[config.mk]
export PLATFORM = sky130hd
export DESIGN_NAME = pipeline_hazard_ctrl
export DESIGN_NICKNAME = d
export VERILOG_FILES = /design/src/rtl/pipeline_hazard_ctrl.sv
export SDC_FILE = /design/constraint.sdc
export NUM_CORES = 1
export LEC_CHECK = 0
export BUFFER_PORTS_ARGS = -buffer_cell sky130_fd_sc_hd__buf_2
export CAP_MARGIN = 20
export CORE_ASPECT_RATIO = 1.5
export CORE_MARGIN = 2
export CORE_UTILIZATION = 43
export CTS_CLUSTER_DIAMETER = 40
export DETAILED_ROUTE_END_ITERATION = 6
export HOLD_SLACK_MARGIN = 0.02
export PLACE_DENSITY_LB_ADDON = 0.05
export SKIP_LAST_GASP = 1
export SLEW_MARGIN = 30
export SYNTH_ARGS = -nofsm -noshare
export SYNTH_HDL_FRONTEND = slang
export SYNTH_SLANG_ARGS = --single-unit
export TNS_END_PERCENT = 1
[constraint.sdc]
create_clock -name Clk -period 1.9 [get_ports Clk]
set_input_delay 0.095 -clock Clk [delete_from_list [all_inputs] [get_ports Clk]]
set_output_delay 0.095 -clock Clk [all_outputs]
set_load 0.05 [all_outputs]
[src/rtl/pipeline_hazard_ctrl.sv]
// pipeline_hazard_ctrl
//   Central stall/flush controller for the five-stage pipeline. Produces the
//   enable and synchronous-clear controls for the PC and the IF/ID, ID/EX,
//   EX/MEM and MEM/WB pipeline registers. It resolves three hazard types:
//   load-use (one-cycle bubble), taken branch resolved in EX (two-slot
//   squash), and multi-cycle EX operations (front end frozen, bubbles
//   injected into MEM).
//
// Ports
//   Clk, Rst               clock; synchronous active-high reset
//   ID_Rs, ID_Rt,          source registers of the ID instruction; ID_UsesRt
//   ID_UsesRt              qualifies ID_Rt
//   EX_MemRead, EX_Rd      EX instruction is a load / its destination
//   EX_MultiCycle          EX instruction occupies EX for MC_LAT cycles
//   EX_BranchTaken         branch in EX resolved taken
//   *_En                   pipeline register enables
//   *_Flush                pipeline register synchronous clears
//   Busy                   multi-cycle freeze in progress (registered)
//   StallCycles            saturating count of cycles with PC_En low
module pipeline_hazard_ctrl #(
  parameter int RW     = 5,
  parameter int MC_LAT = 4,
  parameter int SCW    = 16
) (
  input  logic           Clk,
  input  logic           Rst,
  input  logic [RW-1:0]  ID_Rs,
  input  logic [RW-1:0]  ID_Rt,
  input  logic           ID_UsesRt,
  input  logic           EX_MemRead,
  input  logic [RW-1:0]  EX_Rd,
  input  logic           EX_MultiCycle,
  input  logic           EX_BranchTaken,
  output logic           PC_En,
  output logic           IFID_En,
  output logic           IDEX_En,
  output logic           EXMEM_En,
  output logic           MEMWB_En,
  output logic           IFID_Flush,
  output logic           IDEX_Flush,
  output logic           EXMEM_Flush,
  output logic           Busy,
  output logic [SCW-1:0] StallCycles
);

  localparam int CW = (MC_LAT > 2) ? $clog2(MC_LAT) : 1;
  localparam bit MC_EN = (MC_LAT > 1);
  // The entry cycle is itself a freeze cycle, so BUSY needs MC_LAT-2 more.
  localparam logic [CW-1:0] CNT_INIT = (MC_LAT > 1) ? CW'(MC_LAT - 2) : '0;

  typedef enum logic {RUN, BUSY} state_t;

  state_t          state_q, state_d;
  logic [CW-1:0]   cnt_q, cnt_d;
  logic [SCW-1:0]  stall_q, stall_d;
  logic            freeze;
  logic            load_use;

  always_comb begin
    state_d = state_q;
    cnt_d   = cnt_q;
    freeze  = 1'b0;
    unique case (state_q)
      RUN: begin
        if (EX_MultiCycle && MC_EN) begin
          freeze  = 1'b1;
          state_d = BUSY;
          cnt_d   = CNT_INIT;
        end
      end
      BUSY: begin
        // EX_MultiCycle is not looked at here, so the release cycle
        // cannot retrigger the freeze.
        if (cnt_q != '0) begin
          freeze = 1'b1;
          cnt_d  = cnt_q - CW'(1);
        end else begin
          state_d = RUN;
        end
      end
    endcase
  end

  always_comb begin
    load_use = EX_MemRead && (EX_Rd != '0) &&
               ((EX_Rd == ID_Rs) || (ID_UsesRt && (EX_Rd == ID_Rt)));

    PC_En       = 1'b1;
    IFID_En     = 1'b1;
    IDEX_En     = 1'b1;
    EXMEM_En    = 1'b1;
    MEMWB_En    = 1'b1;
    IFID_Flush  = 1'b0;
    IDEX_Flush  = 1'b0;
    EXMEM_Flush = 1'b0;

    if (Rst) begin
      // defaults
    end else if (freeze) begin
      PC_En       = 1'b0;
      IFID_En     = 1'b0;
      IDEX_En     = 1'b0;
      EXMEM_Flush = 1'b1;
    end else if (EX_BranchTaken) begin
      IFID_Flush = 1'b1;
      IDEX_Flush = 1'b1;
    end else if (load_use) begin
      PC_En      = 1'b0;
      IFID_En    = 1'b0;
      IDEX_Flush = 1'b1;
    end
  end

  always_comb begin
    stall_d = stall_q;
    if (!PC_En && (stall_q != '1)) begin
      stall_d = stall_q + SCW'(1);
    end
  end

  always_ff @(posedge Clk) begin
    if (Rst) begin
      state_q <= RUN;
      cnt_q   <= '0;
      stall_q <= '0;
    end else begin
      state_q <= state_d;
      cnt_q   <= cnt_d;
      stall_q <= stall_d;
    end
  end

  assign Busy        = (state_q == BUSY);
  assign StallCycles = stall_q;

endmodule

Yosys cells after proc, flatten, opt, wreduce, memory -nomap -nowiden --
Index checks and enable logic that the tools add are counted.
Cells by class: multiplexer cells 21, reduce and logical (&&, ||, !) cells 9, eq/ne operators 5, add/sub/neg operators 2, bitwise operators 1
Operators by type and width (count):
- two-way mux 1 bit | 17
- adder 16 x 1 -> 16 bit, second input constant | 1
- != test 16 bit, second input constant | 1
- == test 5 bit | 2
- nonzero test 5 bit | 1
- logical AND 1 bit | 4
- two-way mux 2 bit | 2
- case mux 2 bit (2 select lines) | 1
- != test 2 x 1 -> 1 bit, second input constant | 1
- != test 2 bit, second input constant | 1
- case mux 1 bit (2 select lines) | 1
- AND reduction 2 bit | 1
- nonzero test 2 bit | 1
- subtractor 2 x 1 -> 2 bit, second input constant | 1
- logical NOT 1 bit | 1
- logical OR 1 bit | 1
- NOT 1 bit | 1
Storage, ports and cells: bits in registers 19, output and inout port bits 25, bits of input ports 21

Longest topological paths before layout --
depth after elaboration 10, mapped depth 9, mapped depth without buffers 8

Worst setup path before layout --
No wires, ideal clock.
path type register to output, start register state_q (netlist: Busy), end output port IDEX_En, path buffers 1, slack -439 ps, data arrival time 2244 ps, cell stages (with the launch flop) 6, required time 1805 ps, cell sequence dfxtp_1 nand2b_1 o21a_1 clkbuf_1 nor2_1 inv_1
On the way: longest elaborated chain between the ends 4
Ends and longest elaborated chain:
- start, declared | RTL line 53 | state_t state_q, state_d;
- start signal, assigned | RTL line 127 | state_q <= state_d;
- NOT 1 bit
- case mux 1 bit (2 select lines) * | RTL line 63 | unique case (state_q)
- two-way mux 1 bit * | RTL line 99 | end else if (freeze) begin
- two-way mux 1 bit * | RTL line 97 | if (Rst) begin
- end, declared | RTL line 36 | output logic IDEX_En,
Mark *: on every way between the ends. The rest lies on a longest branch, timed or not.

Worst setup path in the final report --
start register stall_q[1] (netlist: StallCycles[1]), end register stall_q[12] (netlist: StallCycles[12])
On the way: longest elaborated chain between the ends 2, elaborated cells between the ends (all ways) 3, classes of those cells add/sub: 1; eq/ne: 1; reduce/logical: 1
Ends and longest elaborated chain:
- start, declared | RTL line 55 | logic [SCW-1:0] stall_q, stall_d;
- start signal, assigned | RTL line 129 | stall_q <= stall_d;
- branches (longest 2 deep; another with adder 16 x 1 -> 16 bit)
Parallel ways; which one is timed is not known. A chain may end at the register's enable or synchronous reset.

==> flow_summary.ini <==
[sta]
timing.clock.skew_ns = 0.00634
maxSlewViolCount = 0
worst_slew_pin_slew_ns = 0.538
rsz_0062_raised_after_global_routing = true
setup_viol = 5
finalCriticalPeriod_ns = 2.03
post-route-worst-setup-slack_ns = -0.130
max_freq_mhz = 493
final_min_period_over_clock_period = 1.07
setup-tns-final_ns = -0.498
finalHoldViolCount = 0
max_slew_margin = 0.641

[worst_setup_path]
kind_of_end_point_of_the_critical_path = flip-flop
cell_type_with_the_highest_occurrence_count_on_the_critical_path = sky130_fd_sc_hd__or3_1
cp_data_required_time_ns = 2.10
crit_fanout = 8
critical_path.max_stage_delay_ns = 0.40
critPathSlowestCell = sky130_fd_sc_hd__or3_1
critPathLaunchType = flip-flop
cp_cell_sequence = ha_4 > nand4_1 > or3_1 > nor3_2 > a21oi_4 > or3_1 > a21oi_2
worst_ep_arrival_time_ns = 2.23
critPathKind = flip-flop to flip-flop

[outcome]
violations = setup timing
run_status = finished, violations left

[floorplanning]
row_count = 23
floorplan.die_area_mm2 = 0.00320
ios = 46
dieWidth_um = 46.8
chipHeight_um = 68.3
core_mm2 = 0.00265
initial_core_utilization = 0.447

[yosys]
sequential_cell_area_fraction_in_the_yosys_report = 0.321
ys_top_cells_by_count = 19 x sky130_fd_sc_hd__dfxtp_1, 14 x sky130_fd_sc_hd__a21oi_1, 12 x sky130_fd_sc_hd__o21ai_0
synthesis_warning_total = 0
yosysUniqueCellTypes = 34
synth.most_common_cell = sky130_fd_sc_hd__dfxtp_1
avgSynthCellArea_um2 = 8.05
syn-cell-area_mm2 = 0.00118
ys_async_sr_fraction = 0
synth.ff_latch_count = 19
synth-edff-count = 0
share_of_yosys_cell_area_claimed_by_the_top_area_cell_type = 0.321
yosys_most_used_dff = sky130_fd_sc_hd__dfxtp_1
synth_area_leader_cell = sky130_fd_sc_hd__dfxtp_1
netlist_instances = 147
ys_top_cells_by_area = sky130_fd_sc_hd__dfxtp_1 32%, sky130_fd_sc_hd__xnor2_1 8.1%, sky130_fd_sc_hd__a21oi_1 5.9%

[finish]
finish.instance_area_mm2 = 0.00173
finish.utilization = 0.653
final_nets = 229
flow.area_growth_from_synthesis_pct = 46.1
post_route_cells_drive_above_1_share = 0.468
antenna_cells = 0
fillerInstances = 247

[global_route]
global_route.usage.met1 = 0.228
global_route.usage.total = 0.199
globalRoute.busiestLayer = met2
grt_max_degree = 13
global_routing_met3_resource_utilization = 0.0237
use_met2 = 0.356
number_of_global_route_vias_before_repair = 1153
global_route.overflow_total = 0
antenna_found_initial = 0
first_pass_grt_wire_length_mm = 4.73

[job]
max_cap_violations = 0

[worst_hold_path]
worstHoldPathType = primary input to flip-flop

[route]
finalWirelength_mm = 3.11
detailedRoute.firstPassIterationCount = 4
number_of_vias_after_detailed_routing = 1267
avgRoutedWirePerCell_um = 12.9
drc = 0
detail_route.vias_per_cell = 5.24
initialDrtViolationCount = 18
ant_nets = 0

[cts]
clock_tree_from_tritoncts = yes
cts_sinks = 19
htree_levels = 1
cts-buffers-inserted = 3
worst_skew_pair.late_latency_ns = 0.26
cts.root.buffer_cell = sky130_fd_sc_hd__clkbuf_8
clk_transition_reported_paths_ns = 0.07
cts_max_path_buffers = 2

[placed_design]
place_hpwl_mm = 2.33
placed_area_mm2 = 0.00152
place.gp.congestion = 0.720
pre_cts_ws_ns = -0.0690
port_buffers = 43

[power]
p_int_w = 0.000633
power_w = 0.000916
p_leak_nw = 0.689
cellPowerDensity_mw_per_mm2 = 530
seq_power_share = 0.451
power.ir.vdd_worst_v = 0.000344
share_comb_of_total_power = 0.241
switching_part_of_the_total = 0.308
pwr-share-clk = 0.307
total_switching_power_w = 0.000282
[path summary, 6_finish.rpt]
| check | startpoint | endpoint | slack (ns) | cells after the start |
|---|---|---|---|---|
| setup reg to reg | StallCycles[1] | StallCycles[12] | -0.13 | 7 |
| hold / removal | Rst | StallCycles[12] | 0.12 | 2 |
| hold reg to reg | cnt_q[1] | cnt_q[1] | 0.49 | 2 |
| setup / recovery | StallCycles[1] | StallCycles[12] | -0.13 | 7 |
[timing repair]
item | 4_1_cts | 5_1_grt
endpoints found under the setup margin | 13 | 17
hold buffers | 0 | 0
buffers inserted | 2 | 3
pin swaps | 4 | 6
gates resized for setup | 10 | 16
[metal layers]
| layer | up-vias | wire [um] | part of all wire |
|---|---|---|---|
| met3 | 9 | 107 | 0.034 |
| met5 | - | 0 | 0 |
| met2 | 34 | 1700 | 0.54 |
| li1 | 634 | - | - |
| met4 | 0 | 104 | 0.033 |
| met1 | 590 | 1210 | 0.39 |
[through the flow]
stage,cells,hold slack [ns]
after floorplan,148,0.443
after global placement,234,0.389
after detailed placement,234,0.396
after CTS,240,0.125
after global routing,242,0.131
final,242,0.116
[area by class of cell]
type                            instances  area (um2)  area share
Sequential cell                        19         389       0.225
Timing Repair Buffer                   60         350       0.203
Tap cell                               37        46.3      0.0268
Inverter                                8        30.0      0.0174
Multi-Input combinational cell        114         867       0.501
Clock buffer                            3        41.3      0.0239
Clock inverter                          1        5.00     0.00289
[logic make-up (layout without fill, tap and decap cells)]
| logic type | count (synthesis) | in the layout | synth area share |
|---|---|---|---|
| AO/OA/AOI/OAI | 34 | 34 | 0.175 |
| XOR/XNOR | 13 | 13 | 0.0962 |
| adder cells (fa/ha/maj) | 2 | 2 | 0.0211 |
| buffers and inverters | 15 | 72 | 0.0571 |
| flip-flops | 19 | 19 | 0.321 |
| multiplexers | 2 | 2 | 0.0180 |
| other | 1 | 2 | 0.00317 |
| AND/OR/NAND/NOR | 61 | 61 | 0.308 |
[worst max-delay path, delay by kind of cell (launching register included)]
kind,cells,cell delay [ns]
adder cells (fa/ha/maj),1,0.16
flip-flops,1,0.36
AO/OA/AOI/OAI,2,0.26
AND/OR/NAND/NOR,4,1.20
[state kept, by name, indices dropped and copies added (netlist names)]
| register | flops |
|---|---|
| StallCycles | 16 |
| cnt_q | 2 |
| Busy | 1 |
[power by group through the flow]
stage / registers, W / logic (W) / clock network, W
2_1_floorplan: 0.000440 / 0.000124 / 0
3_3_place_gp: 0.000420 / 0.000204 / 0
3_5_place_dp: 0.000421 / 0.000207 / 0
4_1_cts: 0.000412 / 0.000214 / 0.000286
5_1_grt: 0.000414 / 0.000241 / 0.000303
6_report: 0.000413 / 0.000221 / 0.000281
[layout by cell type (no fill, tap or decap), types with 2 or more instances in the layout]
| cell | instances |
|---|---|
| sky130_fd_sc_hd__a21oi_1 | 10 |
| sky130_fd_sc_hd__a21oi_2 | 3 |
| sky130_fd_sc_hd__a21oi_4 | 3 |
| sky130_fd_sc_hd__buf_2 | 43 |
| sky130_fd_sc_hd__buf_4 | 15 |
| sky130_fd_sc_hd__buf_6 | 2 |
| sky130_fd_sc_hd__clkbuf_8 | 3 |
| sky130_fd_sc_hd__conb_1 | 2 |
| sky130_fd_sc_hd__dfxtp_1 | 12 |
| sky130_fd_sc_hd__dfxtp_2 | 7 |
| sky130_fd_sc_hd__inv_1 | 8 |
| sky130_fd_sc_hd__nand2_1 | 7 |
| sky130_fd_sc_hd__nand2b_1 | 3 |
| sky130_fd_sc_hd__nand3_1 | 7 |
| sky130_fd_sc_hd__nand4_1 | 3 |
| sky130_fd_sc_hd__nand4_2 | 2 |
| sky130_fd_sc_hd__nor2_1 | 10 |
| sky130_fd_sc_hd__nor2b_1 | 2 |
| sky130_fd_sc_hd__nor3_2 | 3 |
| sky130_fd_sc_hd__nor4_2 | 2 |
| sky130_fd_sc_hd__nor4_4 | 4 |
| sky130_fd_sc_hd__o21ai_0 | 12 |
| sky130_fd_sc_hd__or3_1 | 10 |
| sky130_fd_sc_hd__or4_1 | 2 |
| sky130_fd_sc_hd__xnor2_1 | 11 |
| sky130_fd_sc_hd__xor2_1 | 2 |
(Power assumes the default switching activity.)
